<file path="src/rtl/rv32i_defs_pkg.sv">
// Shared RV32I constants for the front end: word width, bubble encoding,
// reset PC and the register-source field positions the hazard unit compares.
package rv32i_defs;

    localparam int XLEN = 32;
    localparam int REG_ADDR_W = 5;
    localparam int RS1_LSB = 15;
    localparam int RS2_LSB = 20;

    localparam logic [XLEN-1:0] NOP_INSTR        = 32'h0000_0013;
    localparam logic [XLEN-1:0] RESET_PC_DEFAULT = 32'h0000_0000;
    localparam logic [XLEN-1:0] INSTR_BYTES      = 32'd4;

endpackage

</file>
<file path="src/rtl/ifid_reg.sv">
// IF/ID pipeline register: load-enable with a flush that outranks the enable.
// Reset and flush both leave a bubble (NOP, valid=0, zero PCs) in the slot.
module ifid_reg
    import rv32i_defs::*;
#(
    parameter logic [XLEN-1:0] BUBBLE_INSTR = NOP_INSTR
) (
    input  logic            clk,
    input  logic            rst_n,
    input  logic            flush,
    input  logic            en,
    input  logic [XLEN-1:0] d_pc,
    input  logic [XLEN-1:0] d_pc_plus4,
    input  logic [XLEN-1:0] d_instr,
    output logic [XLEN-1:0] q_pc,
    output logic [XLEN-1:0] q_pc_plus4,
    output logic [XLEN-1:0] q_instr,
    output logic            q_valid
);

    always_ff @(posedge clk) begin
        if (!rst_n || flush) begin
            q_pc       <= '0;
            q_pc_plus4 <= '0;
            q_instr    <= BUBBLE_INSTR;
            q_valid    <= 1'b0;
        end else if (en) begin
            q_pc       <= d_pc;
            q_pc_plus4 <= d_pc_plus4;
            q_instr    <= d_instr;
            q_valid    <= 1'b1;
        end
    end

endmodule

</file>
<file path="src/rtl/fetch_stage.sv">
// RV32I instruction fetch: PC register, next-PC selection and the IF/ID register.
// Every output comes straight from a flop, so stall/redirect inputs only act at the edge.
module fetch_stage
    import rv32i_defs::*;
#(
    parameter logic [XLEN-1:0] RESET_PC  = RESET_PC_DEFAULT,
    parameter logic [XLEN-1:0] NOP_INSTR = rv32i_defs::NOP_INSTR
) (
    input  logic                  clk,
    input  logic                  rst_n,
    input  logic                  pc_write,
    input  logic                  ifid_write,
    input  logic                  branch_taken,
    input  logic [XLEN-1:0]       branch_target,
    output logic [XLEN-1:0]       imem_addr,
    input  logic [XLEN-1:0]       imem_rdata,
    output logic [XLEN-1:0]       ifid_pc,
    output logic [XLEN-1:0]       ifid_pc_plus4,
    output logic [XLEN-1:0]       ifid_instr,
    output logic                  ifid_valid,
    output logic [REG_ADDR_W-1:0] ifid_rs1,
    output logic [REG_ADDR_W-1:0] ifid_rs2
);

    logic [XLEN-1:0] pc;
    logic [XLEN-1:0] pc_plus4;
    logic [XLEN-1:0] target_aligned;

    assign pc_plus4       = pc + INSTR_BYTES;
    // Low target bits are dropped silently; there is no misaligned-fetch trap.
    assign target_aligned = branch_target & ~32'h0000_0003;

    // Redirect wins over a hazard stall: the stalled instruction is on the wrong path.
    always_ff @(posedge clk) begin
        if (!rst_n) begin
            pc <= RESET_PC;
        end else if (branch_taken) begin
            pc <= target_aligned;
        end else if (pc_write) begin
            pc <= pc_plus4;
        end
    end

    assign imem_addr = pc;

    ifid_reg #(
        .BUBBLE_INSTR (NOP_INSTR)
    ) u_ifid_reg (
        .clk        (clk),
        .rst_n      (rst_n),
        .flush      (branch_taken),
        .en         (ifid_write),
        .d_pc       (pc),
        .d_pc_plus4 (pc_plus4),
        .d_instr    (imem_rdata),
        .q_pc       (ifid_pc),
        .q_pc_plus4 (ifid_pc_plus4),
        .q_instr    (ifid_instr),
        .q_valid    (ifid_valid)
    );

    assign ifid_rs1 = ifid_instr[RS1_LSB +: REG_ADDR_W];
    assign ifid_rs2 = ifid_instr[RS2_LSB +: REG_ADDR_W];

endmodule

</file>
<file path="config.mk">
export PLATFORM = sky130hd
export DESIGN_NAME = fetch_stage
export DESIGN_NICKNAME = d
export VERILOG_FILES = /design/src/rtl/rv32i_defs_pkg.sv /design/src/rtl/ifid_reg.sv /design/src/rtl/fetch_stage.sv
export SDC_FILE = /design/constraint.sdc
export NUM_CORES = 1
export LEC_CHECK = 0
export BUFFER_PORTS_ARGS = -buffer_cell sky130_fd_sc_hd__buf_2
export CAP_MARGIN = 20
export CELL_PAD_IN_SITES_DETAIL_PLACEMENT = 0
export CELL_PAD_IN_SITES_GLOBAL_PLACEMENT = 2
export CORE_UTILIZATION = 28
export DETAILED_ROUTE_END_ITERATION = 16
export PLACE_DENSITY = 0.88
export SYNTH_ARGS = -nofsm -noshare
export SYNTH_HDL_FRONTEND = slang
export SYNTH_SLANG_ARGS = --single-unit
</file>
<file path="constraint.sdc">
create_clock -name clk -period 2.6 [get_ports clk]
set_input_delay 0.39 -clock clk [delete_from_list [all_inputs] [get_ports clk]]
set_output_delay 0.39 -clock clk [all_outputs]
set_load 0.01 [all_outputs]
</file>
### Yosys cells after proc, flatten, opt, wreduce, memory -nomap -nowiden

Index checks and enable logic that the tools add are counted.

* register bits after elaboration: 129
* latch bits: 0
* bits in writable memories: 0
* memory bits (read-only): 0
* input bits: 69
* logic and storage cells: 14
* memories kept: 0

* add/sub/neg operators: 1
* $mul: 0
* div/mod/pow operators: 0
* $lt $le $gt $ge: 0
* eq/ne operators: 0
* shift-type cells: 0
* mux-type cells: 2
* bitwise operators: 1
* reductions and logical operators: 4

Operators by type and width (count)
* 32-bit 2-to-1 mux: 2
* 32-bit by 3-bit adder with 32-bit output, second input constant: 1
* 2-bit nonzero test: 1
* 2-bit OR reduction: 1
* 1-bit logical NOT: 1
* 1-bit logical OR: 1
* 1-bit inverter: 1

### Longest topological paths before layout

Gate-level depths: netlist of run 1.

* depth in word-level cells: 3
* depth in mapped cells: 7
* gate-level depth less buffers: 6

### Hierarchy

Synthesis of run 1 repeated with hierarchy kept, for this count alone.

* cells, all modules: 634
* area, all modules: 5799.3 µm²

By module, submodules not included
* ifid_reg: times used 1, cells an instance 314, area each 3435.8 µm², seq. area each 1941.9 µm²
* fetch_stage: times used 1, cells an instance 320, area each 2363.5 µm², seq. area each 600.6 µm²

### Worst setup path after synthesis of run 1

OpenSTA, ideal clock, no wires.

* kind: reg-to-reg
* from: register pc[7] (netlist: imem_addr[7])
* to: register pc[29] (netlist: imem_addr[29])
* library setup time: 133 ps
* arrival: 1910 ps
* data required time: 2467 ps
* path slack: 557 ps
* cell stages (with the launch flop): 8
* path buffers: 2
* period minus slack after synthesis: 2043 ps
* path through: dfxtp_1 > clkbuf_1 > nand3_1 > or4_4 > buf_6 > nor4_2 > xnor2_1 > a21oi_1

* word-level cells in the longest chain between the ends: 3

Ends and longest elaborated chain
* start: declaration: RTL line fetch_stage.sv:25 `logic [XLEN-1:0] pc;`
* start signal: assignment: RTL line fetch_stage.sv:38 `pc <= target_aligned;`
* start signal: assignment: RTL line fetch_stage.sv:40 `pc <= pc_plus4;`
* 32-bit by 3-bit adder with 32-bit output: RTL line fetch_stage.sv:29 `assign pc_plus4 = pc + INSTR_BYTES;`
* 32-bit 2-to-1 mux: RTL line fetch_stage.sv:39 `end else if (pc_write) begin`
* 32-bit 2-to-1 mux: RTL line fetch_stage.sv:37 `end else if (branch_taken) begin`

Every way passes these cells. The select of a mux whose other input is x is not followed.
A chain may end at the register's enable or synchronous reset.

### Worst setup path after layout of run 1

* from: register pc[3] (netlist: imem_addr[3])
* to: register pc[31] (netlist: imem_addr[31])

Same word-level chain as after synthesis.

==> summary.md, run 1 <==
| Metric | Value |
|---|---|
| PwrDens | about 700 mW/mm^2 |
| Tmin final | around 2200 ps |
| Std-Cell Core Area | approximately 0.019 mm^2 |
| Worst slew margin | 0.625 |
| Synth Instances | slightly below 600 |
| Setup violations, final | 0 |
| Reg2reg start | imem_addr[3]$_SDFFE_PN0P_ |
| Fin Clk Skew | 9.58 ps |
| Worst-skew pair later-pin latency | between 400 and 500 ps |
| Yosys top cell area share | 0.462 |
| Hold-fix buffers, CTS | 0 |
| Max VDD drop | about 0.46 mV |
| NumNets Final | 844 |
| I/O Buffers | about 200 |
| Final wirelength | 15.8 mm |
| Final hold violation count | 0 |
| Die width | 140 um |
| Area growth, synth to finish | 34.0% |
| Mean Syn Cell Area | between 8 and 9 um^2 |
| Share of cells above drive strength 1 | 0.330 |
| Global-route wire length before repair | 24.7 mm |
| Drc violations | 0 |
| R2R cell count | 5 |
| Worst Path Max Fanout | 11 |
| LEAKAGE | around 3.2 nW |
| RSZ-0062 raised after global routing | no |
| Final worst path period share | 0.847 |
| Sequential share of power | 0.402 |
| Worst slack, placed | around 420 ps |
| H-Tree Depth | 4 |
| Hold path depth | 3 |
| Std-Cell Rows | 50 |
| Cell Area, Synth | about 0.0053 mm^2 |
| Gp weighted congestion | between 0.7 and 0.8 |
| Synth Flop Type | dfxtp_1 |
| Num ports | approximately 210 |
| Cell-internal power | roughly 3.8 mW |
| Setup crit end kind | register |
| Initial antenna violation count | 2 |
| Ranking of synthesized cells by area | dfxtp_1 (46%), mux2i_1 (12%), nor2_1 (6.2%) |
| Post-DRT Antenna Nets | 0 |
| GRT Residual Overflow | 0 |
| Number of synthesized flops with an enable pin | 0 |
| Top achievable clock speed | approximately 450 MHz |
| Tot Pwr | 5.09 mW |
| DR WL/cell | ~15 um |
| Crit path largest cell delay | approximately 700 ps |
| Most common cell after layout, fill and taps aside | buf_2 |
| Synth async-reset ratio | 0 |
| Clk buf depth | 2 |
| Pre-antenna DRT Iters | 4 |
| CP Data Required Time | between 2000 and 3000 ps |
| Worst hold path class | in -> reg |
| Post-synth cell types | 35 |
| GRT Total Usage | 0.164 |
| Clk slew on worst S/H paths | approximately 60 ps |
| WP buf/inv | 0 |
| Die area | roughly 0.020 mm^2 |
| Status | completed |
| Reg2reg end | imem_addr[31]$_SDFFE_PN0P_ |
| Setup TNS | 0 ps |
| Via/cell ratio | ~4.6 |
| Clk root buf | clkbuf_16 |
| Height of the die | roughly 140 um |
| Post-CTS Setup Inserts | 0 |
| Synth area leader | dfxtp_1 |
| Max-slew violation count | 0 |
| #FFs+latches synth | around 120 |
| Sequential area share after synthesis | 0.462 |
| Net Sw Frac | 0.249 |
| Number of global-route vias before repair | 4436 |
| Setup ws final | 398 ps |
| Most frequent cells in the layout | buf_2 (198), dfxtp_1 (123), nor2_1 (87) |
| Crit path max-delay cell type | or4_4 |
| # clock sinks | roughly 120 |
| Clock power share | 0.500 |
| Largest net degree at the start of global routing | 71 |
| NetSw | about 1.3 mW |
| Setup CP Type | reg -> reg |
| CP arrival | between 2000 and 3000 ps |
| Initial DRC Count | 161 |
| Max_cap viols | 0 |
| TritonCTS clock tree | yes |
| Hold EP | u_ifid_reg.q_instr[0]$_SDFFE_PP1P_ |
| Via Count | ~4700 |
| Gate power share | 0.098 |
| TritonCTS Buffers | 17 |
| Largest delay share family, worst path | simple AND/OR/NAND/NOR gates |
| CTS resizes | 0 |
| Worst-margin pin slew | between 500 and 600 ps |
| Yosys warning count | 0 |
| Crit-path cells | nand4_2 > or4_4 > nor4_2 > xnor2_1 > o32ai_1 |
| Flop2flop setup slack | between 300 and 400 ps |
| Hold Path Origin | imem_rdata[0] |
| CP Launch Type | register |
| Initial Util | 0.285 |
| DP HPWL | ~11 mm |
-- cells by family after synthesis --
logic type | count (synthesis) | share of synthesized area
AO/OA/AOI/OAI | 104 | 0.103
XOR/XNOR | 56 | 0.0919
flip-flops | 123 | 0.462
adder cells (fa/ha/maj) | 1 | 0.00234
other | 1 | 0.000703
AND/OR/NAND/NOR | 174 | 0.155
multiplexers | 65 | 0.122
buffers and inverters | 72 | 0.0638
-- layout make-up --
| class | count | area [um^2] |
|---|---|---|
| flip-flops and latches | 123 | 2460 |
| clock inverters | 13 | 190 |
| repair buffers | 220 | 1180 |
| fillers | 1944 | 11600 |
| diodes | 1 | 2.50 |
| inverters | 6 | 22.5 |
| multi-input cells | 406 | 2560 |
| clock buffers | 19 | 443 |
| well taps | 234 | 293 |
-- through the flow --
step                      area, um^2  std cells  hold WS (ps)   util
final                           7150       1022           187  0.382
after global routing            7150       1021           183  0.382
after CTS                       7150       1021           170  0.382
after detailed placement        6520        989           453  0.348
after global placement          6520        989           446  0.348
after floorplan                 5350        601           505      -
-- power groups by stage --
stage / sequential [mW] / combinational (mW) / clock [mW]
final: 2.04 / 0.499 / 2.55
after global routing: 2.06 / 0.551 / 2.70
after CTS: 2.04 / 0.506 / 2.61
after detailed placement: 2.08 / 0.504 / 0
after global placement: 2.08 / 0.503 / 0
after floorplan: 2.10 / 0.282 / 0
-- routing by layer --
| metal | vias up | wire length (um) | track usage | part of all wire |
|---|---|---|---|---|
| li1 | 2382 | - | - | - |
| met5 | - | 17 | 0 | 0.0011 |
| met1 | 2182 | 7240 | 0.205 | 0.46 |
| met2 | 120 | 7520 | 0.271 | 0.48 |
| met4 | 2 | 121 | 0.0440 | 0.0077 |
| met3 | 12 | 883 | 0.0544 | 0.056 |
-- Yosys cell counts, types with 2 or more instances --
cell	count
mux2i_1	65
nand4_1	11
clkbuf_1	34
and2_1	3
nand2_1	23
nor2_1	88
buf_2	2
and3_1	4
a211oi_1	8
xnor2_1	32
nand3_1	18
xor2_1	24
nor3_1	8
dfxtp_1	123
a21oi_1	49
nor4_2	3
buf_4	16
inv_1	4
buf_1	13
o21ai_0	45
and4_1	5
nor4_1	5
-- worst max-delay path by stage --
stage / startpoint / to / slack, ps / cells after the start
final: imem_addr[3]$_SDFFE_PN0P_ / imem_addr[31]$_SDFFE_PN0P_ / 400 / 5
after floorplan: imem_addr[7]$_SDFFE_PN0P_ / imem_addr[29]$_SDFFE_PN0P_ / 560 / 7
after detailed placement: imem_addr[3]$_SDFFE_PN0P_ / imem_addr[31]$_SDFFE_PN0P_ / 420 / 5
after global routing: imem_addr[3]$_SDFFE_PN0P_ / imem_addr[31]$_SDFFE_PN0P_ / 270 / 5
after CTS: imem_addr[3]$_SDFFE_PN0P_ / imem_addr[31]$_SDFFE_PN0P_ / 400 / 5
after global placement: imem_addr[3]$_SDFFE_PN0P_ / imem_addr[31]$_SDFFE_PN0P_ / 440 / 5
-- flip-flops by register name (all words and copies together) (netlist names) --
| register | cells |
|---|---|
| u_ifid_reg.q_pc_plus4 | 30 |
| u_ifid_reg.q_instr | 32 |
| u_ifid_reg.q_valid | 1 |
| imem_addr | 30 |
| u_ifid_reg.q_pc | 30 |
-- tightest hold or removal path, cell delays in order --
cell and delay, ps:
buf_2 70, mux2i_1 60, nand2_1 60
Power figures use the tool's default switching activity.
==> run 2: changes to the inputs <==
--- a/config.mk
+++ b/config.mk
@@ -9,9 +9,9 @@
 export CAP_MARGIN = 20
 export CELL_PAD_IN_SITES_DETAIL_PLACEMENT = 0
 export CELL_PAD_IN_SITES_GLOBAL_PLACEMENT = 2
-export CORE_UTILIZATION = 28
+export CORE_UTILIZATION = 25
 export DETAILED_ROUTE_END_ITERATION = 16
-export PLACE_DENSITY = 0.88
+export PLACE_DENSITY = 0.84
 export SYNTH_ARGS = -nofsm -noshare
 export SYNTH_HDL_FRONTEND = slang
 export SYNTH_SLANG_ARGS = --single-unit
==> constraint.sdc (replaced) <==
create_clock -name clk -period 1.9 [get_ports clk]
set_input_delay 0.285 -clock clk [delete_from_list [all_inputs] [get_ports clk]]
set_output_delay 0.285 -clock clk [all_outputs]
set_load 0.01 [all_outputs]
==> summary.md, run 2 (synthesized netlist as in run 1, its figures left out) <==
| Metric | Value |
|---|---|
| TritonCTS Buffers | 17 (unchanged) |
| Stages on worst setup path | 6 (+1) |
| Most frequent cells in the layout | buf_2 (198), dfxtp_1 (115), nor2_1 (87) |
| NumNets Final | 877 (+3.9%) |
| Max VDD drop | 0.557 mV (+22%) |
| Diodes inserted | 0 (-1) |
| Number of global-route vias before repair | 4611 (+3.9%) |
| Most common cell after layout, fill and taps aside | buf_2 |
| PwrDens | 881 mW/mm^2 (+24%) |
| TritonCTS clock tree | yes |
| Largest Register | u_ifid_reg.q_instr |
| Final wirelength | 16.4 mm (+4.2%) |
| R2R cell count | 6 (+1) |
| GRT Residual Overflow | 0 (unchanged) |
| Final worst path period share | 0.949 (+0.102) |
| CP Data Required Time | 2200 ps (-720 ps) |
| Clk root buf | clkbuf_16 |
| Std-Cell Core Area | 0.0210 mm^2 (+12%) |
| Gp weighted congestion | 0.766 (+0.30%) |
| Worst-skew pair later-pin latency | 420 ps (about the same) |
| Flop2flop setup slack | 100 ps (-300 ps) |
| FF/Latch Area | 0.00247 mm^2 (+0.41%) |
| Largest net degree at the start of global routing | 45 (-37%) |
| CP arrival | 2100 ps (-420 ps) |
| Crit path largest cell delay | 570 ps (-130 ps) |
| Via Count | 4819 (+2.6%) |
| Setup violations, final | 0 (unchanged) |
| Hold path depth | 3 (unchanged) |
| Clk buf depth | 2 (unchanged) |
| Fin Clk Skew | 11.5 ps (+1.88 ps) |
| Final hold violation count | 0 (unchanged) |
| Hold Slack | 88.9 ps (-98.6 ps) |
| # fillers | 2242 (+15%) |
| Std-Cell Rows | 53 (+6.0%) |
| Hold EP | u_ifid_reg.q_instr[4]$_SDFFE_PP1P_ |
| H-Tree Depth | 4 (unchanged) |
| Worst Path Max Fanout | 10 (-1) |
| Die area | 0.0219 mm^2 (+12%) |
| Initial antenna violation count | 1 (-1) |
| Tmin final | 1800 ps (-399 ps) |
| Max_cap viols | 0 (unchanged) |
| DP HPWL | 12.1 mm (+9.0%) |
| Num ports | 208 (unchanged) |
| Global-route wire length before repair | 25.6 mm (+3.4%) |
| Largest delay share family, worst path | simple AND/OR/NAND/NOR gates |
| Crit path max-delay cell type | or4_4 |
| Max reg flops | 32 (unchanged) |
| Top achievable clock speed | 555 MHz (+22%) |
| Via/cell ratio | 4.40 (-4.3%) |
| Status | completed |
| Setup crit end kind | register |
| Area growth, synth to finish | 40.4% |
| Initial DRC Count | 216 (+34%) |
| Die width | 148 um (+5.7%) |
| Reg2reg end | imem_addr[25]$_SDFFE_PN0P_ |
| Hold Path Origin | imem_rdata[4] |
| Max-slew violation count | 0 (unchanged) |
| Share of cells above drive strength 1 | 0.376 (+0.0452) |
| LEAKAGE | 3.42 nW (+5.6%) |
| GRT Total Usage | 0.154 (-0.0107) |
| Height of the die | 148 um (+5.7%) |
| Post-DRT Antenna Nets | 0 (unchanged) |
| WP buf/inv | 1 (+1) |
| I/O Buffers | 199 (unchanged) |
| # clock sinks | 123 (unchanged) |
| CP Launch Type | register |
| Pre-antenna DRT Iters | 6 (+2) |
| DR WL/cell | 15.0 um (-2.8%) |
| Setup TNS | 0 ps (unchanged) |
| Clk slew on worst S/H paths | 60 ps (about the same) |
| Footprint of the multi-input gates | 0.00262 mm^2 (+2.3%) |
| Setup CP Type | reg -> reg |
| Crit-path cells | nand2_1 > or4_4 > buf_12 > nor4_4 > xnor2_1 > a21oi_1 |
| Drc violations | 0 (unchanged) |
| Reg2reg start | imem_addr[9]$_SDFFE_PN0P_ |
| Initial Util | 0.255 (-0.0306) |
| Worst hold path class | in -> reg |
[run 2: changes by cell type in the layout (fill, tap and decap cells not counted), sizes merged]
cell      delta
clkbuf       -1
clkinv       +4
bufinv       -3
clkinvlp     +2
inv          -2
diode        -1
buf         +33
[run 2: repair_timing]
| action | CTS | global route |
|---|---|---|
| resized for setup | 2 | 10 |
| endpoints found under the setup margin | 1 | 11 |
| pin swaps | 0 | 3 |
| endpoints found under the hold margin | 0 | 0 |
| hold buffers | 0 | 0 |
| setup buffers | 0 | 0 |
[run 2: power by group]
part	switching, mW	internal [mW]	total, mW	leakage, nW
registers	0.0690	2.69	2.76	1.01
logic	0.439	0.350	0.788	2.15
clock network	1.25	1.80	3.05	0.254
[run 2: area by class of cell]
type / count / share of cell area
tap: 275 / 0.0459
multi-input combinational: 406 / 0.349
inverter: 6 / 0.00301
timing repair buffer: 253 / 0.197
sequential: 123 / 0.330
clock inverter: 14 / 0.0167
clock buffer: 18 / 0.0573
[run 2: worst max-delay path by stage]
stage / start / to / slack [ps]
detailed placement: imem_addr[9]$_SDFFE_PN0P_ / imem_addr[31]$_SDFFE_PN0P_ / -10
finish: imem_addr[9]$_SDFFE_PN0P_ / imem_addr[25]$_SDFFE_PN0P_ / 100
CTS: imem_addr[14]$_SDFFE_PN0P_ / imem_addr[29]$_SDFFE_PN0P_ / 50
floorplan: imem_addr[11]$_SDFFE_PN0P_ / imem_addr[29]$_SDFFE_PN0P_ / 0.6
global route: imem_addr[13]$_SDFFE_PN0P_ / u_ifid_reg.q_pc_plus4[30]$_SDFFE_PP0P_ / -100
global placement: imem_addr[9]$_SDFFE_PN0P_ / imem_addr[31]$_SDFFE_PN0P_ / 0.5
[run 2: worst min-delay path, stage by stage]
cell and delay [ps]:
buf_2 70, mux2i_1 60, nand2_1 60
[run 2: per-layer routing]
layer	vias up	global-route usage	wire, um
li1	2442	-	-
met5	-	0	13
met4	2	0.0500	257
met2	118	0.250	7820
met1	2241	0.193	7440
met3	16	0.0460	914
[run 2: per-stage QoR]
| stage | worst slack [ps] | cell area (um^2) | power [mW] | cells | utilization |
|---|---|---|---|---|---|
| after global routing | -102 | 7490 | 6.90 | 1095 | 0.357 |
| after CTS | 52.5 | 7440 | 6.69 | 1095 | 0.355 |
| after detailed placement | -13.3 | 6870 | 3.61 | 1063 | 0.328 |
| after global placement | 0.472 | 6870 | 3.60 | 1063 | 0.328 |
| final | 97.2 | 7490 | 6.59 | 1095 | 0.357 |
| after floorplan | 0.558 | 5430 | 3.27 | 601 | - |
==> run 3: changes to the inputs <==
--- a/config.mk
+++ b/config.mk
@@ -9,9 +9,10 @@
 export CAP_MARGIN = 20
 export CELL_PAD_IN_SITES_DETAIL_PLACEMENT = 0
 export CELL_PAD_IN_SITES_GLOBAL_PLACEMENT = 2
-export CORE_UTILIZATION = 25
+export CORE_UTILIZATION = 26
+export CTS_BUF_LIST = sky130_fd_sc_hd__clkbuf_8
 export DETAILED_ROUTE_END_ITERATION = 16
-export PLACE_DENSITY = 0.84
+export PLACE_DENSITY = 0.86
 export SYNTH_ARGS = -nofsm -noshare
 export SYNTH_HDL_FRONTEND = slang
 export SYNTH_SLANG_ARGS = --single-unit
==> summary.md, run 3 (synthesized netlist as in run 1, its figures left out) <==
| Metric | Value |
|---|---|
| PwrDens | 824 mW/mm^2 (-6.4%) |
| Clk root buf | clkbuf_8 |
| H-Tree Depth | 4 (unchanged) |
| Number of global-route vias before repair | 4569 (-0.91%) |
| Setup crit end kind | register |
| TritonCTS Buffers | 17 (unchanged) |
| Fin Clk Skew | 14.0 ps (+2.57 ps) |
| Hold-fix buffers, CTS | 0 (unchanged) |
| Worst hold path class | in -> reg |
| Drc violations | 2 (+2) |
| LEAKAGE | 3.36 nW (-1.6%) |
| Worst-skew pair later-pin latency | 450 ps (+30 ps) |
| Max_cap viols | 0 (unchanged) |
| Most common cell after layout, fill and taps aside | buf_2 |
| Largest Register | u_ifid_reg.q_instr |
| Crit path max-delay cell type | or4_4 |
| GRT Total Usage | 0.158 (+0.00447) |
| Setup CP Type | reg -> reg |
| Gp weighted congestion | 0.767 (about the same) |
| Share of cells above drive strength 1 | 0.377 (+0.000904) |
| GRT Residual Overflow | 0 (unchanged) |
| Final hold violation count | 0 (unchanged) |
| NumNets Final | 883 (+0.68%) |
| Flop2flop setup slack | 20 ps (-80 ps) |
| CP arrival | 2220 ps (+120 ps) |
| Via Count | 4813 (-0.12%) |
| Global-route wire length before repair | 25.5 mm (-0.30%) |
| Reg2reg start | imem_addr[13]$_SDFFE_PN0P_ |
| Crit-path cells | nand4_1 > or4_4 > buf_12 > nor4_2 > xnor2_1 > a21oi_1 |
| Setup violations, final | 0 (unchanged) |
| # clock sinks | 123 (unchanged) |
| Area growth, synth to finish | 38.0% |
| DP HPWL | 11.9 mm (-2.2%) |
| Inst Count DP | 1061 (-0.19%) |
| CP Data Required Time | 2240 ps (+40 ps) |
| Hold Slack | 53.7 ps (-35.2 ps) |
| RSZ-0062 raised after global routing | yes |
| Die width | 145 um (-1.9%) |
| Clk buf depth | 2 (unchanged) |
| Via/cell ratio | 4.39 (-0.31%) |
| Reg2reg end | imem_addr[29]$_SDFFE_PN0P_ |
| Setup TNS | 0 ps (unchanged) |
| Status | finished with violations |
| Num ports | 208 (unchanged) |
| Height of the die | 145 um (-1.9%) |
| Post-DRT Antenna Nets | 0 (unchanged) |
| Max-slew violation count | 0 (unchanged) |
| Clk slew on worst S/H paths | 80 ps (+20 ps) |
| Std-Cell Core Area | 0.0202 mm^2 (-3.7%) |
| CP Launch Type | register |
| Design Area, Final | 0.00736 mm^2 (-1.7%) |
| # fillers | 2118 (-5.5%) |
| Initial DRC Count | 168 (-22%) |
| TritonCTS clock tree | yes |
| Max VDD drop | 0.398 mV (-28%) |
| Max reg flops | 32 (unchanged) |
| Final wirelength | 16.4 mm (-0.30%) |
| Die area | 0.0211 mm^2 (-3.8%) |
| Hold Path Origin | imem_rdata[4] |
| Final worst path period share | 0.989 (+0.0406) |
| Crit path largest cell delay | 600 ps (+30 ps) |
| Failing checks | DRC |
| Initial antenna violation count | 1 (unchanged) |
| Pre-antenna DRT Iters | 12 (+6) |
| Initial Util | 0.265 (+0.00992) |
| Hold EP | u_ifid_reg.q_instr[4]$_SDFFE_PP1P_ |
| Top achievable clock speed | 532 MHz (-4.1%) |
| Worst Path Max Fanout | 5 (-5) |
| Largest net degree at the start of global routing | 42 (-6.7%) |
| Tot Pwr | 6.07 mW (-8.0%) |
| Finished Layout Cells | 1097 (+0.18%) |
| I/O Buffers | 199 (unchanged) |
| Post-DP Area | 0.00686 mm^2 (-0.13%) |
| Tmin final | 1880 ps (+77.1 ps) |
| Most frequent cells in the layout | buf_2 (198), dfxtp_1 (116), nor2_1 (87) |
| Hold path depth | 3 (unchanged) |
| DR WL/cell | 14.9 um (-0.49%) |
| R2R cell count | 6 (unchanged) |
| Std-Cell Rows | 52 (-1.9%) |
run 3: cell types whose count changed in the layout (fill, tap and decap cells not counted), moves of 2 or more:
| cell | change |
|---|---|
| clkbuf_8 | +19 |
| clkinv_4 | -2 |
| bufinv_16 | +2 |
| dfxtp_2 | -2 |
| clkbuf_16 | -17 |
| nor4_4 | -2 |
| clkinv_2 | -2 |
| buf_4 | +7 |
run 3: stage by stage:
stage	util	setup WS, ps
3_5_place_dp	0.340	-28.5
6_report	0.365	20.1
3_3_place_gp	0.340	15.2
2_1_floorplan	-	0.558
4_1_cts	0.362	8.08
5_1_grt	0.365	-40.5
run 3: critical path: cells and delay by family, from the launching register on:
| family | cells | cell delay [ps] |
|---|---|---|
| xor gates and xnor gates | 1 | 160 |
| DFF | 1 | 370 |
| and+or+nand+nor | 3 | 980 |
| AOI/OAI and AO/OA | 1 | 90 |
| buffers and inverters | 1 | 160 |
run 3: per-layer routing:
layer,wire length (um),up-vias,track usage
met5,0,-,0
met4,248,0,0.0558
met3,908,15,0.0478
met2,7820,116,0.260
met1,7410,2225,0.195
li1,-,2457,-
run 3: how the worst max path moves through the flow:
stage,start,end,slack (ps),depth (start not counted)
after global routing,imem_addr[13]$_SDFFE_PN0P_,imem_addr[29]$_SDFFE_PN0P_,-40,6
after detailed placement,imem_addr[14]$_SDFFE_PN0P_,imem_addr[31]$_SDFFE_PN0P_,-30,5
after floorplan,imem_addr[11]$_SDFFE_PN0P_,imem_addr[29]$_SDFFE_PN0P_,0.6,7
after CTS,imem_addr[14]$_SDFFE_PN0P_,imem_addr[31]$_SDFFE_PN0P_,8,5
after global placement,imem_addr[14]$_SDFFE_PN0P_,imem_addr[31]$_SDFFE_PN0P_,20,5
final,imem_addr[13]$_SDFFE_PN0P_,imem_addr[29]$_SDFFE_PN0P_,20,6
run 3: power by group:
part	total [mW]	switching [mW]	internal, mW
combinational	0.798	0.443	0.354
sequential	2.75	0.0649	2.68
clock	2.52	1.15	1.37
total	6.07	1.66	4.41
run 3: area by class of cell:
cell class	instances	area, um^2	area share
Sequential cell	123	2470	0.336
Timing Repair Buffer	259	1510	0.205
Clock inverter	13	166	0.0226
Antenna cell	1	2.50	0.000340
Inverter	6	22.5	0.00306
Multi-Input combinational cell	406	2590	0.351
Clock buffer	19	262	0.0355
Tap cell	270	338	0.0459
run 3: timing repair:
item | in CTS | in global routing
pin swaps | 1 | 6
setup endpoints to repair | 2 | 10
buffers inserted | 0 | 3
hold endpoints to repair | 0 | 0
gates resized for setup | 1 | 7
